`src/rtl/ram_arbiter_pkg.sv`:
```
// Shared types for the RAM arbiter: word type, grant-state encoding and default starvation limit.
package ram_arbiter_pkg;

  typedef logic [31:0] word_t;

  typedef enum logic [1:0] {
    IDLE,
    GNT_D,
    GNT_I0,
    GNT_I1
  } arb_state_t;

  localparam int unsigned DSTARVE_DEFAULT = 4;

endpackage

```
`src/rtl/ram_arbiter_if.sv`:
```
// Bundle of the data-port, icache and RAM-side signals around the RAM arbiter.
interface ram_arbiter_if;
  import ram_arbiter_pkg::*;

  logic        dREN;
  logic        dWEN;
  logic        dlock;
  word_t       daddr;
  word_t       dstore;
  logic        dwait;
  word_t       dload;

  logic  [1:0] iREN;
  word_t [1:0] iaddr;
  logic  [1:0] iwait;
  word_t [1:0] iload;

  logic        ramREN;
  logic        ramWEN;
  word_t       ramaddr;
  word_t       ramstore;
  word_t       ramload;
  logic        ramwait;

  // Arbiter view
  modport slave (
    input  dREN, dWEN, dlock, daddr, dstore, iREN, iaddr, ramload, ramwait,
    output dwait, dload, iwait, iload, ramREN, ramWEN, ramaddr, ramstore
  );

  // Requesters and RAM view
  modport master (
    output dREN, dWEN, dlock, daddr, dstore, iREN, iaddr, ramload, ramwait,
    input  dwait, dload, iwait, iload, ramREN, ramWEN, ramaddr, ramstore
  );

endinterface

```
`src/rtl/ram_arbiter_rr.sv`:
```
// Round-robin pointer, data-starvation counter and IDLE pick logic; grant is one-hot {I1, I0, D}.
module ram_arbiter_rr #(
  parameter int unsigned DSTARVE = 4
) (
  input  logic       clk,
  input  logic       rst,
  input  logic       idle,
  input  logic       dreq,
  input  logic [1:0] ireq,
  input  logic       d_done,
  input  logic [1:0] i_done,
  output logic [2:0] grant
);

  localparam int unsigned CW = (DSTARVE < 1) ? 1 : $clog2(DSTARVE + 1);
  localparam logic [CW-1:0] DMAX = CW'(DSTARVE);

  logic          rr_ptr;
  logic [CW-1:0] dcount;
  logic          starve;
  logic [1:0]    ipick;

  always_ff @(posedge clk) begin
    if (rst) begin
      rr_ptr <= 1'b0;
      dcount <= '0;
    end else if (i_done[0]) begin
      rr_ptr <= 1'b1;
      dcount <= '0;
    end else if (i_done[1]) begin
      rr_ptr <= 1'b0;
      dcount <= '0;
    end else if (d_done && (|ireq) && (dcount != DMAX)) begin
      dcount <= dcount + 1'b1;
    end else if (idle && !(|ireq)) begin
      dcount <= '0;
    end
  end

  always_comb begin
    ipick  = '0;
    starve = (|ireq) && (dcount == DMAX);
    if (ireq[rr_ptr]) begin
      ipick[rr_ptr] = 1'b1;
    end else if (ireq[~rr_ptr]) begin
      ipick[~rr_ptr] = 1'b1;
    end
    grant = '0;
    // Starvation implies an icache is pending, so ipick is never empty when it wins.
    if (idle) begin
      grant = (dreq && !starve) ? 3'b001 : {ipick, 1'b0};
    end
  end

endmodule

```
`src/rtl/ram_arbiter.sv`:
```
// Shares the single-port RAM between the data port (priority) and two round-robin icaches.
module ram_arbiter
  import ram_arbiter_pkg::*;
#(
  parameter int unsigned DSTARVE = DSTARVE_DEFAULT
) (
  input logic        CLK,
  input logic        RST,
  ram_arbiter_if.slave bus
);

  arb_state_t state;
  arb_state_t next_state;
  logic [2:0] grant;
  logic       dreq;
  logic       d_done;
  logic [1:0] i_done;

  assign dreq      = bus.dREN | bus.dWEN;
  assign d_done    = (state == GNT_D)  && !bus.ramwait;
  assign i_done[0] = (state == GNT_I0) && !bus.ramwait;
  assign i_done[1] = (state == GNT_I1) && !bus.ramwait;

  ram_arbiter_rr #(.DSTARVE(DSTARVE)) u_rr (
    .clk    (CLK),
    .rst    (RST),
    .idle   (state == IDLE),
    .dreq   (dreq),
    .ireq   (bus.iREN),
    .d_done (d_done),
    .i_done (i_done),
    .grant  (grant)
  );

  always_ff @(posedge CLK) begin
    if (RST) begin
      state <= IDLE;
    end else begin
      state <= next_state;
    end
  end

  always_comb begin
    next_state = state;
    case (state)
      IDLE: begin
        if (grant[0])      next_state = GNT_D;
        else if (grant[1]) next_state = GNT_I0;
        else if (grant[2]) next_state = GNT_I1;
      end
      GNT_D: begin
        if (!bus.ramwait)  next_state = bus.dlock ? GNT_D : IDLE;
        else if (!dreq)    next_state = IDLE;
      end
      GNT_I0: if (!bus.ramwait || !bus.iREN[0]) next_state = IDLE;
      GNT_I1: if (!bus.ramwait || !bus.iREN[1]) next_state = IDLE;
      default: next_state = IDLE;
    endcase
  end

  always_comb begin
    bus.dwait    = 1'b1;
    bus.dload    = '0;
    bus.iwait    = '1;
    bus.iload    = '0;
    bus.ramREN   = 1'b0;
    bus.ramWEN   = 1'b0;
    bus.ramaddr  = '0;
    bus.ramstore = '0;
    // RAM side follows the granted requester live; reset drops everything in the same cycle.
    if (!RST) begin
      case (state)
        GNT_D: begin
          bus.ramREN   = bus.dREN & ~bus.dWEN;
          bus.ramWEN   = bus.dWEN;
          bus.ramaddr  = bus.daddr;
          bus.ramstore = bus.dstore;
          bus.dload    = bus.ramload;
          bus.dwait    = bus.ramwait;
        end
        GNT_I0: begin
          bus.ramREN   = bus.iREN[0];
          bus.ramaddr  = bus.iaddr[0];
          bus.iload[0] = bus.ramload;
          bus.iwait[0] = bus.ramwait;
        end
        GNT_I1: begin
          bus.ramREN   = bus.iREN[1];
          bus.ramaddr  = bus.iaddr[1];
          bus.iload[1] = bus.ramload;
          bus.iwait[1] = bus.ramwait;
        end
        default: ;
      endcase
    end
  end

endmodule
```
`src/flat_wrapper.sv`:
```
// flat-port wrapper written by rule: the top's interface ports become plain ports
module ram_arbiter_flat import ram_arbiter_pkg::*;
#(
  parameter int unsigned DSTARVE = DSTARVE_DEFAULT
)
  (CLK, RST, bus_dREN, bus_dWEN, bus_dlock, bus_daddr, bus_dstore, bus_iREN, bus_iaddr, bus_ramload, bus_ramwait, bus_dwait, bus_dload, bus_iwait, bus_iload, bus_ramREN, bus_ramWEN, bus_ramaddr, bus_ramstore);
  ram_arbiter_if bus_i ();
  input logic CLK;
  input logic RST;
  input wire logic [$bits(bus_i.dREN)-1:0] bus_dREN;
  input wire logic [$bits(bus_i.dWEN)-1:0] bus_dWEN;
  input wire logic [$bits(bus_i.dlock)-1:0] bus_dlock;
  input wire logic [$bits(bus_i.daddr)-1:0] bus_daddr;
  input wire logic [$bits(bus_i.dstore)-1:0] bus_dstore;
  input wire logic [$bits(bus_i.iREN)-1:0] bus_iREN;
  input wire logic [$bits(bus_i.iaddr)-1:0] bus_iaddr;
  input wire logic [$bits(bus_i.ramload)-1:0] bus_ramload;
  input wire logic [$bits(bus_i.ramwait)-1:0] bus_ramwait;
  output wire logic [$bits(bus_i.dwait)-1:0] bus_dwait;
  output wire logic [$bits(bus_i.dload)-1:0] bus_dload;
  output wire logic [$bits(bus_i.iwait)-1:0] bus_iwait;
  output wire logic [$bits(bus_i.iload)-1:0] bus_iload;
  output wire logic [$bits(bus_i.ramREN)-1:0] bus_ramREN;
  output wire logic [$bits(bus_i.ramWEN)-1:0] bus_ramWEN;
  output wire logic [$bits(bus_i.ramaddr)-1:0] bus_ramaddr;
  output wire logic [$bits(bus_i.ramstore)-1:0] bus_ramstore;
  assign bus_i.dREN = bus_dREN;
  assign bus_i.dWEN = bus_dWEN;
  assign bus_i.dlock = bus_dlock;
  assign bus_i.daddr = bus_daddr;
  assign bus_i.dstore = bus_dstore;
  assign bus_i.iREN = bus_iREN;
  assign bus_i.iaddr = bus_iaddr;
  assign bus_i.ramload = bus_ramload;
  assign bus_i.ramwait = bus_ramwait;
  assign bus_dwait = bus_i.dwait;
  assign bus_dload = bus_i.dload;
  assign bus_iwait = bus_i.iwait;
  assign bus_iload = bus_i.iload;
  assign bus_ramREN = bus_i.ramREN;
  assign bus_ramWEN = bus_i.ramWEN;
  assign bus_ramaddr = bus_i.ramaddr;
  assign bus_ramstore = bus_i.ramstore;
  ram_arbiter #(.DSTARVE(DSTARVE)) u_core (.CLK(CLK), .RST(RST), .bus(bus_i));
endmodule
```
`config.mk`:
```
export PLATFORM = sky130hd
export DESIGN_NAME = ram_arbiter_flat
export DESIGN_NICKNAME = d
export VERILOG_FILES = /design/src/rtl/ram_arbiter_pkg.sv /design/src/rtl/ram_arbiter_if.sv /design/src/rtl/ram_arbiter_rr.sv /design/src/rtl/ram_arbiter.sv /design/src/flat_wrapper.sv
export SDC_FILE = /design/constraint.sdc
export NUM_CORES = 1
export LEC_CHECK = 0
export BUFFER_PORTS_ARGS = -buffer_cell sky130_fd_sc_hd__buf_2
export CAP_MARGIN = 0
export CORE_AREA = 10 10 121 123
export DETAILED_ROUTE_END_ITERATION = 8
export DIE_AREA = 0 0 131 133
export SETUP_SLACK_MARGIN = 0.3
export SYNTH_ARGS = -nofsm -noshare
export SYNTH_HDL_FRONTEND = slang
export SYNTH_SLANG_ARGS = --single-unit
```
`constraint.sdc`:
```
create_clock -name CLK -period 2.95 [get_ports CLK]
set_input_delay 0.1475 -clock CLK [delete_from_list [all_inputs] [get_ports CLK]]
set_output_delay 0.1475 -clock CLK [all_outputs]
set_load 0.005 [all_outputs]
```
==> qor.txt, run 1 <==
status: finished, final reports clean
Mapped Nets: 481
actual slew at the worst max-slew pin: 0.4915 ns
switching portion of total power: 0.4065
EDFF count, synth: 0
critical path peak fanout: 23
Final Max Slew Viols: 0
area delta synth->final: 88.64%
gr ovfl total: 0
Post-CTS Hold Fix Bufs: 0
filler instances: 1404
DRT iter0 DRCs: 114
Top FF cell, synth: dfxtp_1
Max-Slew Margin vs Limit: 0.6723
register area share after synthesis: 0.05650
DP Worst Slack: 1.010 ns
P per Cell Area: 277.0 nW/µm²
Die Y: 133 µm
Worst R2R Start: u_core.state[0]
Max Cap Viol: 0
number of H-tree levels: 1
Post-CTS Setup Inserts: 0
CTS tree: built
crit-path cells: buf_4 -> mux2_2 -> a22oi_1 -> nor2_1 -> buf_2
largest net degree at the start of global routing: 48
R2R cell count: 4
Yosys cell types: 35
Critical Path End: bus_ramaddr[16]
Min-Delay Path Class: primary input to register
most common cell after layout, fill and taps aside: buf_2
post-place instance area: 3935 µm²
Critical Path Max Stage Delay: 0.63 ns
CP max stage cell: dfxtp_2
clock root cell: clkbuf_16
skew final: 0.001270 ns
Clock Path Buffers: 2
placer's final routability congestion estimate: 0.8513
wire length per cell: 17.38 µm
first drt pass iteration count: 4
crit path from: u_core.state[0]
Final Hold Fails: 0
Initial Util: 0.1719
Mapped Cells: 311
NetSw: 451.5 µW
met3 Track Usage GR: 0.06073
post-DP HPWL: 11.87 mm
n_diodes: 0
Logic pwr share: 0.693
final setup violation count: 0
r2r endpoint: u_core.u_rr.dcount[2]
Worst-path clk slew: 0.03 ns
final WL: 13.82 mm
Final WS setup: 0.7784 ns
fmax: 460.5 MHz
Num CTS Buffers: 3
synth warn: 0
Final min period: 2.172 ns
initial antenna violation count: 0
Rows: 41
RSZ-0062 raised after global routing: false
final net count: 795
commonest cells after routing, fill and taps aside: buf_2 (332), and2_1 (128), nor2_1 (40)
syn_area_per_cell: 6.835 µm²
GR Util All Layers: 0.1457
CTS sink cnt: 6
Clock Latency Late Sink: 0.23 ns
chip width: 131 µm
via count: 3282
Hold Crit Start: bus_dlock
Final Cell Area: 4010 µm²
CP Data Required Time: 2.80 ns
Most Used Layer, Global Route: met2
FF+latch count, synth: 6
area of the core: 12360 µm²
number of port buffers: 332
PostCTS Resize Cnt: 0
Layout Utilization: 0.3244
met2 track demand over resource: 0.2638
post-synthesis cell area: 2126 µm²
flop2flop setup slack: 1.17 ns
proportion of layout cells with a drive suffix above 1: 0.6148
Final ANT Viol Nets: 0
Flop pwr share: 0.106
Fin Setup TNS: 0 ns
Setup CP Type: register to output pin
Leak: 0.002406 µW
startpoint types: register
vias in the first global route: 3340
Worst setup EP type: output pin
first-pass GRT wire length: 20.02 mm
die area: 17420 µm²
IO Pins: 333
part of the cycle the worst path needs: 0.7361
Pwr Total: 1111 µW
Peak VDD IR: 0.1389 mV
DR vias/cell: 4.128
clock power share: 0.201
# DRC: 0
crit path DAT: 2.02 ns
Internal: 659.2 µW
Async SR Flop Fraction: 0
met1 usage: 0.1532
-- sequential cells by signal (all words and copies together) (netlist names) --
register,cells
u_core.u_rr.dcount,3
u_core.state,2
u_core.u_rr.rr_ptr,1
-- area by class of cell --
cell class                 count  area (µm²)  area share
clock buffer                   3       75.07     0.01872
inverter                       4       15.01    0.003744
multi-input combinational    270        1862      0.4643
sequential                     6       121.4     0.03027
tap                          172       215.2     0.05367
timing repair buffer         340        1722      0.4293
-- cell families (layout without fill, tap and decap cells) --
group	after synthesis	after routing	share of synthesized area
mux	36	36	0.1948
compound gates	44	44	0.1577
simple gates	187	187	0.5050
fa+ha+maj	2	2	0.01177
buf+inv	35	347	0.07004
xor+xnor	1	1	0.004121
flops	6	6	0.05651
-- cell usage after synthesis (all sizes together) (3+ instances only) --
cell | instances | area, µm²
and2 | 128 | 800.8
nor2 | 40 | 150.1
mux2 | 33 | 371.6
a22oi | 32 | 240.2
clkbuf | 23 | 86.33
buf | 8 | 47.54
dfxtp | 6 | 120.1
nand2b | 5 | 31.28
a211oi | 4 | 35.03
inv | 4 | 15.01
mux2i | 3 | 42.54
-- critical path, delay by kind of cell (launching register included) --
kind | cells | cell delay [ns]
AO/OA/AOI/OAI | 1 | 0.19
buffers and inverters | 2 | 0.52
flip-flops | 1 | 0.63
multiplexers | 1 | 0.37
AND/OR/NAND/NOR | 1 | 0.06
-- metrics by stage --
step | instances | hold WS, ns
after floorplan | 311 | 0.3840
after global placement | 792 | 0.4917
after detailed placement | 792 | 0.4952
after CTS | 795 | 0.3767
after global routing | 795 | 0.3864
final | 795 | 0.3636
-- worst min-delay path by stage --
stage | end | slack, ns | cells after the start
2_1_floorplan | u_core.u_rr.rr_ptr | 0.38 | 3
3_3_place_gp | u_core.u_rr.dcount[0] | 0.49 | 2
3_5_place_dp | u_core.u_rr.dcount[0] | 0.50 | 2
4_1_cts | u_core.state[0] | 0.38 | 5
5_1_grt | u_core.state[0] | 0.39 | 5
6_report | u_core.state[0] | 0.36 | 5
-- power by group through the flow --
stage / Combinational [µW] / Sequential, µW / Clock (µW)
2_1_floorplan: 457 / 95.3 / 0
3_3_place_gp: 776 / 119 / 0
3_5_place_dp: 779 / 120 / 0
4_1_cts: 783 / 119 / 228
5_1_grt: 853 / 122 / 231
6_report: 770 / 118 / 223
-- layer usage --
layer / vias to the layer above / part of all wire
met2: 158 / 0.53
li1: 1664 / -
met3: 15 / 0.11
met1: 1445 / 0.35
met4: 0 / 0.012
met5: - / 0
Power figures use the tool's default switching activity.
==> run 2: changes to the inputs <==
Clock period 2.95 ns to 2.1 ns, I/O delays scaled along.
==> run 2 against run 1 <==
Effect of this change: non-clock buffer count is 2 higher; utilization is 0.66 points higher; highest routed layer unchanged; cell count is 0.25% higher; die area stayed put; clock skew hardly changed; sequential share of layout area hardly changed; register-to-register slack worse by 0.72 ns; global-route usage is 0.26 points lower; critical path depth stayed put; cell area is 2.0% higher; routed wire length is 0.16% lower; count of clock-buffer cells in the layout stayed put.
==> qor.txt, run 2 (synthesized netlist as in run 1, its figures left out) <==
status: finished, final reports clean
placer's final routability congestion estimate: 0.8330
Critical Path Max Stage Delay: 0.41 ns
critical path peak fanout: 65
Clock Path Buffers: 2
Final Hold Fails: 0
number of port buffers: 332
clock root cell: clkbuf_16
IO Pins: 333
Fin Setup TNS: 0 ns
P per Cell Area: 399.0 nW/µm²
Initial Util: 0.1719
Final ANT Viol Nets: 0
Clock Latency Late Sink: 0.23 ns
crit path DAT: 1.57 ns
CP max stage cell: dfxtp_4
Reg with most FFs: u_core.u_rr.dcount
startpoint types: register
via count: 3298
first drt pass iteration count: 4
CP Data Required Time: 2.00 ns
Final min period: 1.672 ns
part of the cycle the worst path needs: 0.7961
top flop regs: u_core.u_rr.dcount x3, u_core.state x2, u_core.u_rr.rr_ptr x1
Num CTS Buffers: 3
most common cell after layout, fill and taps aside: buf_2
DP Worst Slack: 0.4762 ns
initial antenna violation count: 0
post-route insts no fill: 797
vias in the first global route: 3421
final net count: 797
Max-Slew Margin vs Limit: 0.7384
Placed Cells: 793
PostCTS Resize Cnt: 0
Worst-path clk slew: 0.04 ns
area delta synth->final: 92.47%
post-DP HPWL: 11.78 mm
GR Util All Layers: 0.1431
DR vias/cell: 4.138
Post-CTS Setup Inserts: 0
chip width: 131 µm
CTS tree: built
number of H-tree levels: 1
Final Max Slew Viols: 0
Leak: 0.002435 µW
final WL: 13.80 mm
skew final: 0.001688 ns
worst hold slack: 0.2109 ns
gr ovfl total: 0
# DRC: 0
DRT iter0 DRCs: 180
Rows: 41
Layout Utilization: 0.3309
number of flip-flops in the largest register: 3
RSZ-0062 raised after global routing: false
actual slew at the worst max-slew pin: 0.3916 ns
largest net degree at the start of global routing: 66
Min-Delay Path Class: primary input to register
die area: 17420 µm²
Die Y: 133 µm
flop2flop setup slack: 0.45 ns
Final WS setup: 0.4282 ns
final setup violation count: 0
commonest cells after routing, fill and taps aside: buf_2 (332), and2_1 (128), nor2_1 (40)
first-pass GRT wire length: 19.81 mm
proportion of layout cells with a drive suffix above 1: 0.6176
area of the core: 12360 µm²
Peak VDD IR: 0.1564 mV
Setup CP Type: register to output pin
wire length per cell: 17.31 µm
crit-path cells: inv_2 -> nor3_2 -> buf_12 -> and2_1 -> buf_2
Max Cap Viol: 0
CTS sink cnt: 6
fmax: 598.1 MHz
Worst setup EP type: output pin
Post-CTS Hold Fix Bufs: 0
n_diodes: 0
-- run 2: cell types whose count changed in the layout (fill, tap and decap cells not counted) --
cell and change:
dfxtp_4 +1, and2b_2 +1, buf_4 -4, buf_6 +2
and2b_1 -1, buf_12 +3, clkbuf_16 +1, dfxtp_2 -1
-- run 2: routing by layer --
| layer | up-vias | part of all wire | wire [µm] | track usage |
|---|---|---|---|---|
| li1 | 1668 | - | - | - |
| met1 | 1468 | 0.35 | 4836 | 0.1446 |
| met2 | 156 | 0.54 | 7392 | 0.2677 |
| met3 | 6 | 0.11 | 1463 | 0.05953 |
| met4 | 0 | 0.0074 | 102 | 0.02287 |
| met5 | - | 0 | 0 | 0 |
-- run 2: final cells by class --
class / count / area (µm²)
sequential: 6 / 123.9
inverter: 4 / 15.01
timing repair buffer: 342 / 1799
multi-input combinational: 270 / 1863
clock buffer: 3 / 75.07
fill: 1376 / 8272
tap: 172 / 215.2
-- run 2: power by group --
group	total (µW)	switching (µW)	internal [µW]	leakage, µW
combinational	1170	557	611	0.00235
clock	316	71.0	245	0.0000370
sequential	149	20.5	128	0.0000495
-- run 2: through the flow --
stage	instance area, µm²	power, µW
after CTS	4055	1622
after detailed placement	3980	1298
after floorplan	2126	775.7
after global routing	4091	1759
final	4091	1633
after global placement	3980	1296
-- run 2: worst max-delay path: cells and delay by family, from the launching register on --
| kind | cells | cell delay [ns] |
|---|---|---|
| AND/OR/NAND/NOR | 2 | 0.42 |
| flip-flops | 1 | 0.41 |
| buffers and inverters | 3 | 0.46 |
-- run 2: worst paths after layout --
| path | start | to | cells after the start |
|---|---|---|---|
| min | RST | u_core.u_rr.rr_ptr | 2 |
| min reg2reg | u_core.u_rr.rr_ptr | u_core.u_rr.rr_ptr | 2 |
| max | u_core.state[0] | bus_ramstore[19] | 5 |
| max reg2reg | u_core.state[0] | u_core.state[0] | 5 |
==> run 3: changes to the inputs <==
Clock period 2.1 ns to 1.7 ns, I/O delays scaled along.
==> run 3 against run 2 <==
Effect of this change: the run now ends with setup timing left; critical path depth up 2; cell area up 27%; routed wire length up 21%; first-iteration DRC count up 4.4%; die area unchanged; clock skew up 0.0012 ns; count of clock-buffer cells in the layout unchanged; utilization up 9.0 points.
==> qor.txt, run 3 (synthesized netlist as in run 1, its figures left out) <==
CP Buf/Inv Count: 4
Num CTS Buffers: 3
commonest cells after routing, fill and taps aside: buf_2 (299), and2_1 (67), and2_4 (61)
largest net degree at the start of global routing: 33
Placed Cells: 797
most common cell after layout, fill and taps aside: buf_2
die area: 17420 µm²
Critical Path Max Stage Delay: 0.35 ns
delay-heaviest family, CP: buffers and inverters
P per Cell Area: 537.0 nW/µm²
Rows: 41
chip width: 131 µm
crit path from: u_core.state[0]
Final Max Slew Viols: 0
placer's final routability congestion estimate: 0.8148
Worst R2R Start: u_core.state[0]
IO Pins: 333
Peak VDD IR: 0.3095 mV
Reg with most FFs: u_core.u_rr.dcount
Die Y: 133 µm
actual slew at the worst max-slew pin: 0.4589 ns
critical path peak fanout: 5
DRT iter0 DRCs: 188
Final Cell Area: 5205 µm²
Worst-path clk slew: 0.04 ns
crit path DAT: 1.63 ns
part of the cycle the worst path needs: 1.008
Clock Path Buffers: 2
Initial Util: 0.1719
failing checks: setup timing
Final Hold Fails: 0
Worst setup EP type: output pin
Max-Slew Margin vs Limit: 0.6935
vias in the first global route: 3753
Min-Delay Path Class: primary input to register
post-DP HPWL: 12.15 mm
top flop regs: u_core.u_rr.dcount x3, u_core.state x2, u_core.u_rr.rr_ptr x1
Final min period: 1.713 ns
most used cell, CP: buf_12
CTS sink cnt: 6
CTS tree: built
RSZ-0062 raised after global routing: true
gr ovfl total: 0
startpoint types: register
initial antenna violation count: 1
Max Cap Viol: 0
# DRC: 0
clock root cell: clkbuf_16
first drt pass iteration count: 5
final WL: 16.73 mm
n_diodes: 0
CP max stage cell: dfxtp_4
Setup CP Type: register to output pin
status: complete, but fails checks
area delta synth->final: 144.8%
Clock Latency Late Sink: 0.23 ns
via count: 3629
area of the core: 12360 µm²
Leak: 0.002882 µW
number of port buffers: 332
DR vias/cell: 4.362
skew final: 0.002854 ns
Final WS setup: -0.01346 ns
proportion of layout cells with a drive suffix above 1: 0.7697
GR Util All Layers: 0.1706
post-route insts no fill: 832
first-pass GRT wire length: 23.10 mm
fmax: 583.6 MHz
final setup violation count: 3
number of H-tree levels: 1
wire length per cell: 20.11 µm
CP Data Required Time: 1.62 ns
crit-path cells: buf_12 -> buf_12 -> buf_4 -> mux2_2 -> a22oi_1 -> nor2_1 -> buf_2
final net count: 832
post-place instance area: 4035 µm²
number of flip-flops in the largest register: 3
Hold Crit Start: RST
Final ANT Viol Nets: 0
filler instances: 1264
-- run 3: cell types whose count changed in the layout (fill, tap and decap cells not counted), moves of 12 or more --
| cell | change |
|---|---|
| and2_1 | -61 |
| and2_4 | +61 |
| buf_6 | +38 |
| buf_2 | -33 |
| buf_4 | +13 |
| a22oi_1 | -12 |
| a22oi_2 | +12 |
-- run 3: through the flow --
step	setup WS, ns	hold slack [ns]	util	setup TNS [ns]	power (µW)
detailed placement	0.1559	0.3802	0.3264	0	1636
finish	-0.01346	0.1356	0.4210	-0.02093	2795
global route	-0.06410	0.1610	0.4210	-1.508	2966
floorplan	0.3039	0.2607	-	0	958.1
CTS	-0.004383	0.1515	0.3796	-0.01023	2509
global placement	0.1816	0.3748	0.3264	0	1624
-- run 3: path summary, 6_finish.rpt --
path | endpoint | slack, ns | depth (start not counted)
hold reg to reg | u_core.u_rr.dcount[0] | 0.51 | 2
setup / recovery | bus_ramaddr[9] | -0.01 | 7
setup reg to reg | u_core.state[1] | 0.08 | 6
hold / removal | u_core.state[1] | 0.14 | 2
-- run 3: worst register-to-register path: cells and delay by family (launching register included) --
family	cells	cell delay, ns
AND/OR/NAND/NOR	1	0.45
flip-flops	1	0.35
multiplexers	1	0.21
AO/OA/AOI/OAI	2	0.23
buffers and inverters	2	0.30
-- run 3: per-layer routing --
layer,track usage,vias to the layer above,share of wire
li1,-,1750,-
met1,0.1859,1686,0.35
met2,0.3143,175,0.55
met3,0.05314,16,0.083
met4,0.02967,2,0.012
met5,0,-,0.00078
-- run 3: what timing repair did --
item,in CTS,in global routing
setup endpoints to repair,168,170
hold buffers,0,0
resized for setup,60,95
buffers inserted,17,2
gates cloned,8,5
pin swaps,35,31
-- run 3: final cells by class --
cell class	instances	area, µm²	share of cell area
multi-input cells	270	2188	0.4204
repair buffers	377	2580	0.4957
clock buffers	3	75.07	0.01442
well taps	172	215.2	0.04135
flip-flops and latches	6	128.9	0.02476
inverters	4	17.52	0.003365
-- run 3: power by group --
part	internal, µW	total (µW)	switching (µW)
sequential	160	177	17.4
combinational	1280	2220	940
clock	303	393	90.5
